<file path="src/rtl/hamming_secded_stream_pkg.sv">
// Shared layout helpers for the Hamming SECDED stream decoder: data-bit placement
// in the codeword and the error-flag record carried down the pipeline.
package hamming_secded_stream_pkg;

  localparam int DEF_R = 4;
  localparam int N     = 2 ** DEF_R;
  localparam int K     = N - 1 - DEF_R;

  typedef struct packed {
    logic single;
    logic dbl;
  } err_flags_t;

  function automatic bit is_pow2(input int x);
    return (x > 0) && ((x & (x - 1)) == 0);
  endfunction

  // Codeword index of data bit k: the k-th non-power-of-two Hamming position, minus one.
  function automatic int hamming_data_pos(input int r, input int k);
    int cnt;
    int res;
    cnt = 0;
    res = 0;
    for (int pos = 1; pos < (1 << r); pos++) begin
      if (!is_pow2(pos)) begin
        if (cnt == k) res = pos - 1;
        cnt++;
      end
    end
    return res;
  endfunction

endpackage

</file>
<file path="src/rtl/hamming_secded_stream_syndrome.sv">
// Combinational Hamming syndrome and overall parity of one N-bit codeword.
module hamming_syndrome #(
  parameter int R = 4
) (
  input  logic [2**R-1:0] code_i,
  output logic [R-1:0]    syn_o,
  output logic            par_o
);

  localparam int NW = 2 ** R;

  always_comb begin
    syn_o = '0;
    for (int i = 0; i < NW - 1; i++) begin
      if (code_i[i]) syn_o = syn_o ^ R'(i + 1);
    end
    par_o = ^code_i;
  end

endmodule

</file>
<file path="src/rtl/hamming_secded_stream.sv">
// Two-stage SECDED decoder with valid/ready flow control and saturating
// single/double error counters updated on the output handshake.
module hamming_secded_stream
  import hamming_secded_stream_pkg::*;
#(
  parameter int R     = 4,
  parameter int CNT_W = 16
) (
  input  logic                   clk,
  input  logic                   rst_n,
  input  logic                   in_valid,
  output logic                   in_ready,
  input  logic [2**R-1:0]        in_code,
  input  logic                   correct_en,
  output logic                   out_valid,
  input  logic                   out_ready,
  output logic [2**R-2-R:0]      out_data,
  output logic [R-1:0]           out_syndrome,
  output logic                   err_single,
  output logic                   err_double,
  output logic [CNT_W-1:0]       cnt_single,
  output logic [CNT_W-1:0]       cnt_double,
  input  logic                   clr_cnt
);

  localparam int NW = 2 ** R;
  localparam int KW = NW - 1 - R;

  // [0] = S1 occupied, [1] = S2 occupied (drives out_valid)
  logic [1:0]       vld_pipe_q;
  logic [R-1:0]     in_syn;
  logic             in_par;
  logic [KW-1:0]    in_raw;

  logic [KW-1:0]    s1_raw_q;
  logic [R-1:0]     s1_syn_q;
  logic             s1_par_q;
  logic             s1_cen_q;

  logic [KW-1:0]    data_d, data_q;
  logic [R-1:0]     syn_q;
  err_flags_t       err_d, err_q;
  logic             flip_en;

  logic [CNT_W-1:0] cnt_s_d, cnt_s_q, cnt_d_d, cnt_d_q;
  logic             adv, s1_en, out_hs;

  hamming_syndrome #(.R(R)) u_syn (
    .code_i (in_code),
    .syn_o  (in_syn),
    .par_o  (in_par)
  );

  assign adv      = !vld_pipe_q[1] || out_ready;
  assign s1_en    = adv || !vld_pipe_q[0];
  assign in_ready = s1_en;
  assign out_hs   = vld_pipe_q[1] && out_ready;

  // Parity-position bits are dead once the syndrome exists, so S1 keeps only data bits.
  assign flip_en = s1_cen_q && s1_par_q && (s1_syn_q != '0);

  for (genvar k = 0; k < KW; k++) begin : g_data
    localparam int P = hamming_data_pos(R, k);
    assign in_raw[k] = in_code[P];
    assign data_d[k] = s1_raw_q[k] ^ (flip_en && (s1_syn_q == R'(P + 1)));
  end

  always_comb begin
    err_d.single = s1_par_q;
    err_d.dbl    = !s1_par_q && (s1_syn_q != '0);
  end

  always_ff @(posedge clk or negedge rst_n) begin
    if (!rst_n) begin
      vld_pipe_q <= '0;
      s1_raw_q   <= '0;
      s1_syn_q   <= '0;
      s1_par_q   <= 1'b0;
      s1_cen_q   <= 1'b0;
      data_q     <= '0;
      syn_q      <= '0;
      err_q      <= '0;
    end else begin
      if (s1_en) begin
        vld_pipe_q[0] <= in_valid;
        if (in_valid) begin
          s1_raw_q <= in_raw;
          s1_syn_q <= in_syn;
          s1_par_q <= in_par;
          s1_cen_q <= correct_en;
        end
      end
      if (adv) begin
        vld_pipe_q[1] <= vld_pipe_q[0];
        if (vld_pipe_q[0]) begin
          data_q <= data_d;
          syn_q  <= s1_syn_q;
          err_q  <= err_d;
        end
      end
    end
  end

  always_comb begin
    cnt_s_d = cnt_s_q;
    cnt_d_d = cnt_d_q;
    if (clr_cnt) begin
      cnt_s_d = '0;
      cnt_d_d = '0;
    end else if (out_hs) begin
      if (err_q.single && (cnt_s_q != '1)) cnt_s_d = cnt_s_q + CNT_W'(1);
      if (err_q.dbl    && (cnt_d_q != '1)) cnt_d_d = cnt_d_q + CNT_W'(1);
    end
  end

  always_ff @(posedge clk or negedge rst_n) begin
    if (!rst_n) begin
      cnt_s_q <= '0;
      cnt_d_q <= '0;
    end else begin
      cnt_s_q <= cnt_s_d;
      cnt_d_q <= cnt_d_d;
    end
  end

  assign out_valid    = vld_pipe_q[1];
  assign out_data     = data_q;
  assign out_syndrome = syn_q;
  assign err_single   = err_q.single;
  assign err_double   = err_q.dbl;
  assign cnt_single   = cnt_s_q;
  assign cnt_double   = cnt_d_q;

endmodule
</file>
<file path="config.mk">
export PLATFORM = sky130hd
export DESIGN_NAME = hamming_secded_stream
export DESIGN_NICKNAME = d
export VERILOG_FILES = /design/src/rtl/hamming_secded_stream_pkg.sv /design/src/rtl/hamming_secded_stream_syndrome.sv /design/src/rtl/hamming_secded_stream.sv
export SDC_FILE = /design/constraint.sdc
export NUM_CORES = 1
export LEC_CHECK = 0
export BUFFER_PORTS_ARGS = -buffer_cell sky130_fd_sc_hd__buf_2
export CAP_MARGIN = 30
export CORE_MARGIN = 1
export CORE_UTILIZATION = 55
export DETAILED_ROUTE_END_ITERATION = 10
export GPL_TIMING_DRIVEN = 0
export HOLD_SLACK_MARGIN = 0.03
export PLACE_DENSITY = 0.8
export SLEW_MARGIN = 20
export SYNTH_ARGS = -nofsm -noshare
export SYNTH_HDL_FRONTEND = slang
export SYNTH_SLANG_ARGS = --single-unit
export TNS_END_PERCENT = 1
</file>
<file path="constraint.sdc">
create_clock -name clk -period 2.7 [get_ports clk]
set_input_delay 0.54 -clock clk [delete_from_list [all_inputs] [get_ports clk]]
set_output_delay 0.54 -clock clk [all_outputs]
set_load 0.02 [all_outputs]
</file>
# Yosys cells after proc, flatten, opt, wreduce, memory -nomap -nowiden
# Cells that the tools add are included.
[word_totals]
regBits = 68
latchBits = 0
ram_bits = 0
mem_bits_ro = 0
input_bits = 22
out_inout_bits = 51
elab_cells = 104
n_memories = 0
[op_classes]
n_addsub = 2
n_mul = 0
div_mod_pow = 0
magnitude_cmp = 0
eq_ne = 13
shifts = 0
muxes = 21
bitwise_logic = 25
n_reduce_logical = 31
[op_table]
columns = ["cell", "count"]
rows = [
  ["$mux 16", 6],
  ["$add 16x1->16 const B", 2],
  ["$mux 4", 8],
  ["$ne 16x16->1 const B", 2],
  ["$eq 4x4->1 const B", 7],
  ["$logic_and 1x1->1", 17],
  ["$reduce_xor 16->1", 1],
  ["$eq 4x3->1 const B", 3],
  ["$mux 3", 4],
  ["$not 2->2", 6],
  ["$not 3->3", 4],
  ["$xor 1x1->1", 11],
  ["$reduce_and 2->1", 4],
  ["$reduce_bool 2->1", 3],
  ["$eq 4x2->1 const B", 1],
  ["$mux 2", 2],
  ["$not 4->4", 1],
  ["$reduce_bool 4->1", 1],
  ["$logic_not 1->1", 3],
  ["$not 1->1 const A", 3],
  ["$logic_or 1x1->1", 2],
  ["$mux 1", 1],
]

# Logic depth before layout (Yosys ltp)
[depth]
word_depth = 26
depth_mapped = 7
depth_no_buf = 5

# Hierarchy
# From an unflattened synthesis, not the netlist that was laid out.
[hier_totals]
hier_cells = 342
area_unflattened_um2 = 3582.2
[modules_own_cells]
columns = ["mod", "instances", "cells_per_inst", "area_per_inst_um2", "seq_area_each_um2"]
rows = [
  ["hamming_secded_stream", 1, 319, 3310.7, 1701.6],
  ["hamming_syndrome", 1, 23, 271.5, 0.0],
]

# Worst setup path before layout
# OpenSTA, ideal clock, no wires.
[synth_timing]
path_type = "register to register"
start = "register cnt_d_q[0] (netlist: cnt_double[0])"
end = "register cnt_d_q[10] (netlist: cnt_double[10])"
setup_time_ns = 0.078
arrival_ns = 1.961
required_time_ns = 2.622
slack_ns = 0.661
path_stages_with_launch = 7
n_path_buf = 1
period_less_slack_ns = 2.039
cell_sequence = "dfrtp_1 ha_1 nand2_2 or3_1 buf_2 or4_1 a21oi_1"
[synth_via]
elab_chain_cells = 4
elab_cells_between_ends = 8
cone_classes = "1 x add/sub; 1 x eq/ne; 3 x mux; 3 x reduce/logical"
[synth_lines]
columns = ["item", "line", "rtl"]
rows = [
  ["start, declared", "hamming_secded_stream.sv:45", "logic [CNT_W-1:0] cnt_s_d, cnt_s_q, cnt_d_d, cnt_d_q;"],
  ["start signal, assigned", "hamming_secded_stream.sv:122", "cnt_d_q <= cnt_d_d;"],
  ["$add 16x1->16 / $ne 16x16->1 (equally long branches)", "hamming_secded_stream.sv:112", "if (err_q.dbl && (cnt_d_q != '1)) cnt_d_d = cnt_d_q + CNT_W'(1);"],
  ["$mux 16 / $logic_and 1x1->1 (equally long branches)", "hamming_secded_stream.sv:112", ""],
  ["$mux 16 / $reduce_bool 2->1 (equally long branches)", "-", ""],
  ["$mux 16 / $reduce_and 2->1 (equally long branches)", "-", ""],
]
# Several ways; a longest one is shown, not always the timed one. The select of a mux whose other input is x is not followed.
# A chain may end at the register's enable or synchronous reset.

# Final worst setup path
[layout_timing]
start = "register cnt_d_q[0] (netlist: cnt_double[0])"
end = "register cnt_d_q[12] (netlist: cnt_double[12])"
# The elaborated chain is that of the path after synthesis.

==> results_dict.tcl <==
set metrics [dict create \
    crit_arrival_ps 2330 \
    critical_path.max_fanout 8 \
    grt_first_pass_wirelength_um 13500 \
    clock_insertion_delay_worst_skew_ps 340 \
    die_w_um 83.2 \
    pwr-share-seq_pct 45.0 \
    detailedRoute.firstPassIterationCount 4 \
    vdd_drop_max_mv 0.415 \
    wire_per_inst_um 15.7 \
    setup_violations 0 \
    cts_made_buffers 9 \
    synth_seq_area_share_pct 47.0 \
    yosysWarningCount 0 \
    final.min_clock_period_ps 2070 \
    die_area_mm2 0.00691 \
    ctsHtreeMaxLevel 3 \
    detailedRoute.firstIterationViolations 127 \
    grt_start_max_net_pins 44 \
    floorplan.core_area_mm2 0.00635 \
    drive_above_1_share_pct 27.6 \
    postSynth.asyncResetShare_pct 100 \
    grt.overflow.total 0 \
    layout.nets 458 \
    outcome "finished, final reports clean" \
    synth-main-ff-cell "sky130_fd_sc_hd__dfrtp_1" \
    synthToLayoutAreaGrowth_pct 18.7 \
    gp_routability_congestion 0.839 \
    setup-tns-final_ps 0 \
    die-height_um 83.2 \
    comb_power_share_pct 25.0 \
    most_common_cell_after_layout_fill_and_taps_aside "sky130_fd_sc_hd__buf_2" \
    worst_slew_margin_rel_pct 51.0 \
    drt_wl_total_um 8090 \
    clockPowerShare_pct 30.0 \
    critical_path.endpoint_type "register" \
    power_dissipated_by_switching_net_loads_mw 0.919 \
    worst-slew-pin-transition_ps 728 \
    top_level_ports 73 \
    intPower_mw 1.95 \
    num_vias 3020 \
    core.rowCount 29 \
    antenna_left 0 \
    post_cts.resized_instances 0 \
    antenna_found_initial 0 \
    worst_setup_path_category "register to register" \
    critical_path_required_ps 2960 \
    cpLargestDelayFamily "simple AND/OR/NAND/NOR gates" \
    critical_path.startpoint_type "register" \
    hpwl_um 5800 \
    placed_cell_area_mm2 0.00410 \
    groute.usage.overall_pct 24.7 \
    leakage_nw 1.84 \
    fmax_mhz 483 \
    grt_setup_unrepaired "no" \
    post_synth_edffs 0 \
    cp_slowest_cell "sky130_fd_sc_hd__or4_1" \
    cts_setup_buffers 0 \
    cts.path.max_buffers 2 \
    clock_skew_ps 6.52 \
    cts_hold_buf 0 \
    cts_num_sinks 68 \
    switching_share_pct 32.0 \
    tritoncts "done" \
    min_delay_path_class "primary input to asynchronous set/reset pin" \
    synth.net_count 375 \
    power.density_cell_area_mw_per_mm2 668 \
    grt_pass1_vias 2881 \
    commonest_cells_after_routing_fill_and_taps_aside "sky130_fd_sc_hd__buf_2 (72), sky130_fd_sc_hd__dfrtp_1 (68), sky130_fd_sc_hd__a21oi_1 (39)" \
    max-cap-violations 0 \
    clk_pin_slew_worst_paths_ps 70 \
    syn-instance-count 351 \
    worstPathCellList "ha_1 -> nand2_2 -> or3_1 -> buf_2 -> or4_1 -> a21oi_1" \
    floorplan.initialDensity_pct 57.0 \
    final_period_utilization_pct 76.7 \
    post_drt_via_cell_ratio 5.85 \
    yosys_register_bits 68 \
    worstPathBufferInverterCount 1 \
    portbufs 71 \
    stdcell_area_mm2 0.00430 \
    post_synthesis_instance_area_mm2 0.00362 \
    drc 0 \
    average_cell_area_after_synthesis_um2 10.3 \
    antenna-diode-count 0 \
    synth.lib_cells_used.distinct 42 \
    final_util_pct 67.7 \
    final-max-slew-violation-count 0 \
    critPathMaxStageDelay_ps 500 \
    ctsRootBufferMaster "sky130_fd_sc_hd__clkbuf_8" \
    hold_viol 0 \
]
[cells by family after synthesis]
| family | Yosys count | synth area share (%) |
|---|---|---|
| and+or+nand+nor | 125 | 20.6 |
| AOI/OAI and AO/OA | 74 | 12.0 |
| DFF | 68 | 47.0 |
| xor gates and xnor gates | 34 | 10.2 |
| buffers and inverters | 26 | 2.76 |
| muxes | 22 | 6.84 |
| adders and majority gates | 2 | 0.691 |
[synthesized netlist by cell type, drive strengths merged (3+ instances only)]
library cell	count	area, µm²
dfrtp	68	1700
a21oi	39	195
nor2	26	97.6
xnor2	25	219
mux2	22	248
or4	20	153
o31ai	18	135
clkbuf	16	60.1
nand2	14	55.1
nand3	14	70.1
o21ai	12	60.1
nand4	10	75.1
inv	8	30.0
or3	8	50.1
nor4	6	58.8
nor3	5	25.0
xnor3	5	114
nand2b	4	25.0
xor2	4	35.0
o41ai	3	26.3
[per-layer routing]
layer	part of all wire (%)	wire length (µm)	global-route usage, %
met5	0	0	0
met4	1.2	95	10.5
met3	4.1	334	3.78
met2	51	4090	41.1
met1	44	3570	32.3
[through the flow]
| step | total power [mW] | setup slack, ps | cells | hold WS, ps |
|---|---|---|---|---|
| floorplan | 1.77 | 661 | 351 | 244 |
| global placement | 1.99 | 469 | 499 | 459 |
| detailed placement | 2.03 | 464 | 500 | 474 |
| CTS | 2.90 | 631 | 516 | 100 |
| global route | 3.00 | 473 | 516 | 124 |
| finish | 2.87 | 629 | 516 | 103 |
[sequential cells by signal, indices dropped and copies added (netlist names)]
name / cells
s1_cen_q: 1
vld_pipe_q: 2
s1_par_q: 1
cnt_single: 16
out_syndrome: 4
s1_syn_q: 4
err_double: 1
s1_raw_q: 11
err_single: 1
cnt_double: 16
out_data: 11
[layout make-up]
class,instances,area (µm²)
buffer,18,70.1
clock buffer,12,155
clock inverter,4,47.5
fill,497,2050
inverter,8,30.0
multi-input combinational,257,1820
sequential,68,1700
tap,77,96.3
timing repair buffer,72,378
[worst paths after layout]
check	endpoint	depth (start not counted)	slack (ps)	startpoint
max in group asynchronous	s1_syn_q[2]$_DFFE_PN0P_	2	2050	rst_n
min	cnt_double[4]$_DFFE_PN0P_	1	100	rst_n
min reg2reg	vld_pipe_q[1]$_DFFE_PN0P_	1	500	vld_pipe_q[0]$_DFFE_PN0N_
max	cnt_double[12]$_DFFE_PN0P_	6	630	cnt_double[0]$_DFFE_PN0P_
max reg2reg	cnt_double[12]$_DFFE_PN0P_	6	630	cnt_double[0]$_DFFE_PN0P_
min in group clk	vld_pipe_q[0]$_DFFE_PN0N_	2	400	in_valid
[power by group through the flow]
stage	sequential, mW	clock [mW]	combinational, mW
final	1.29	0.862	0.718
after global routing	1.31	0.917	0.777
after CTS	1.29	0.880	0.725
after detailed placement	1.31	0	0.718
after global placement	1.30	0	0.691
after floorplan	1.39	0	0.378
Power figures use the tool's default switching activity.
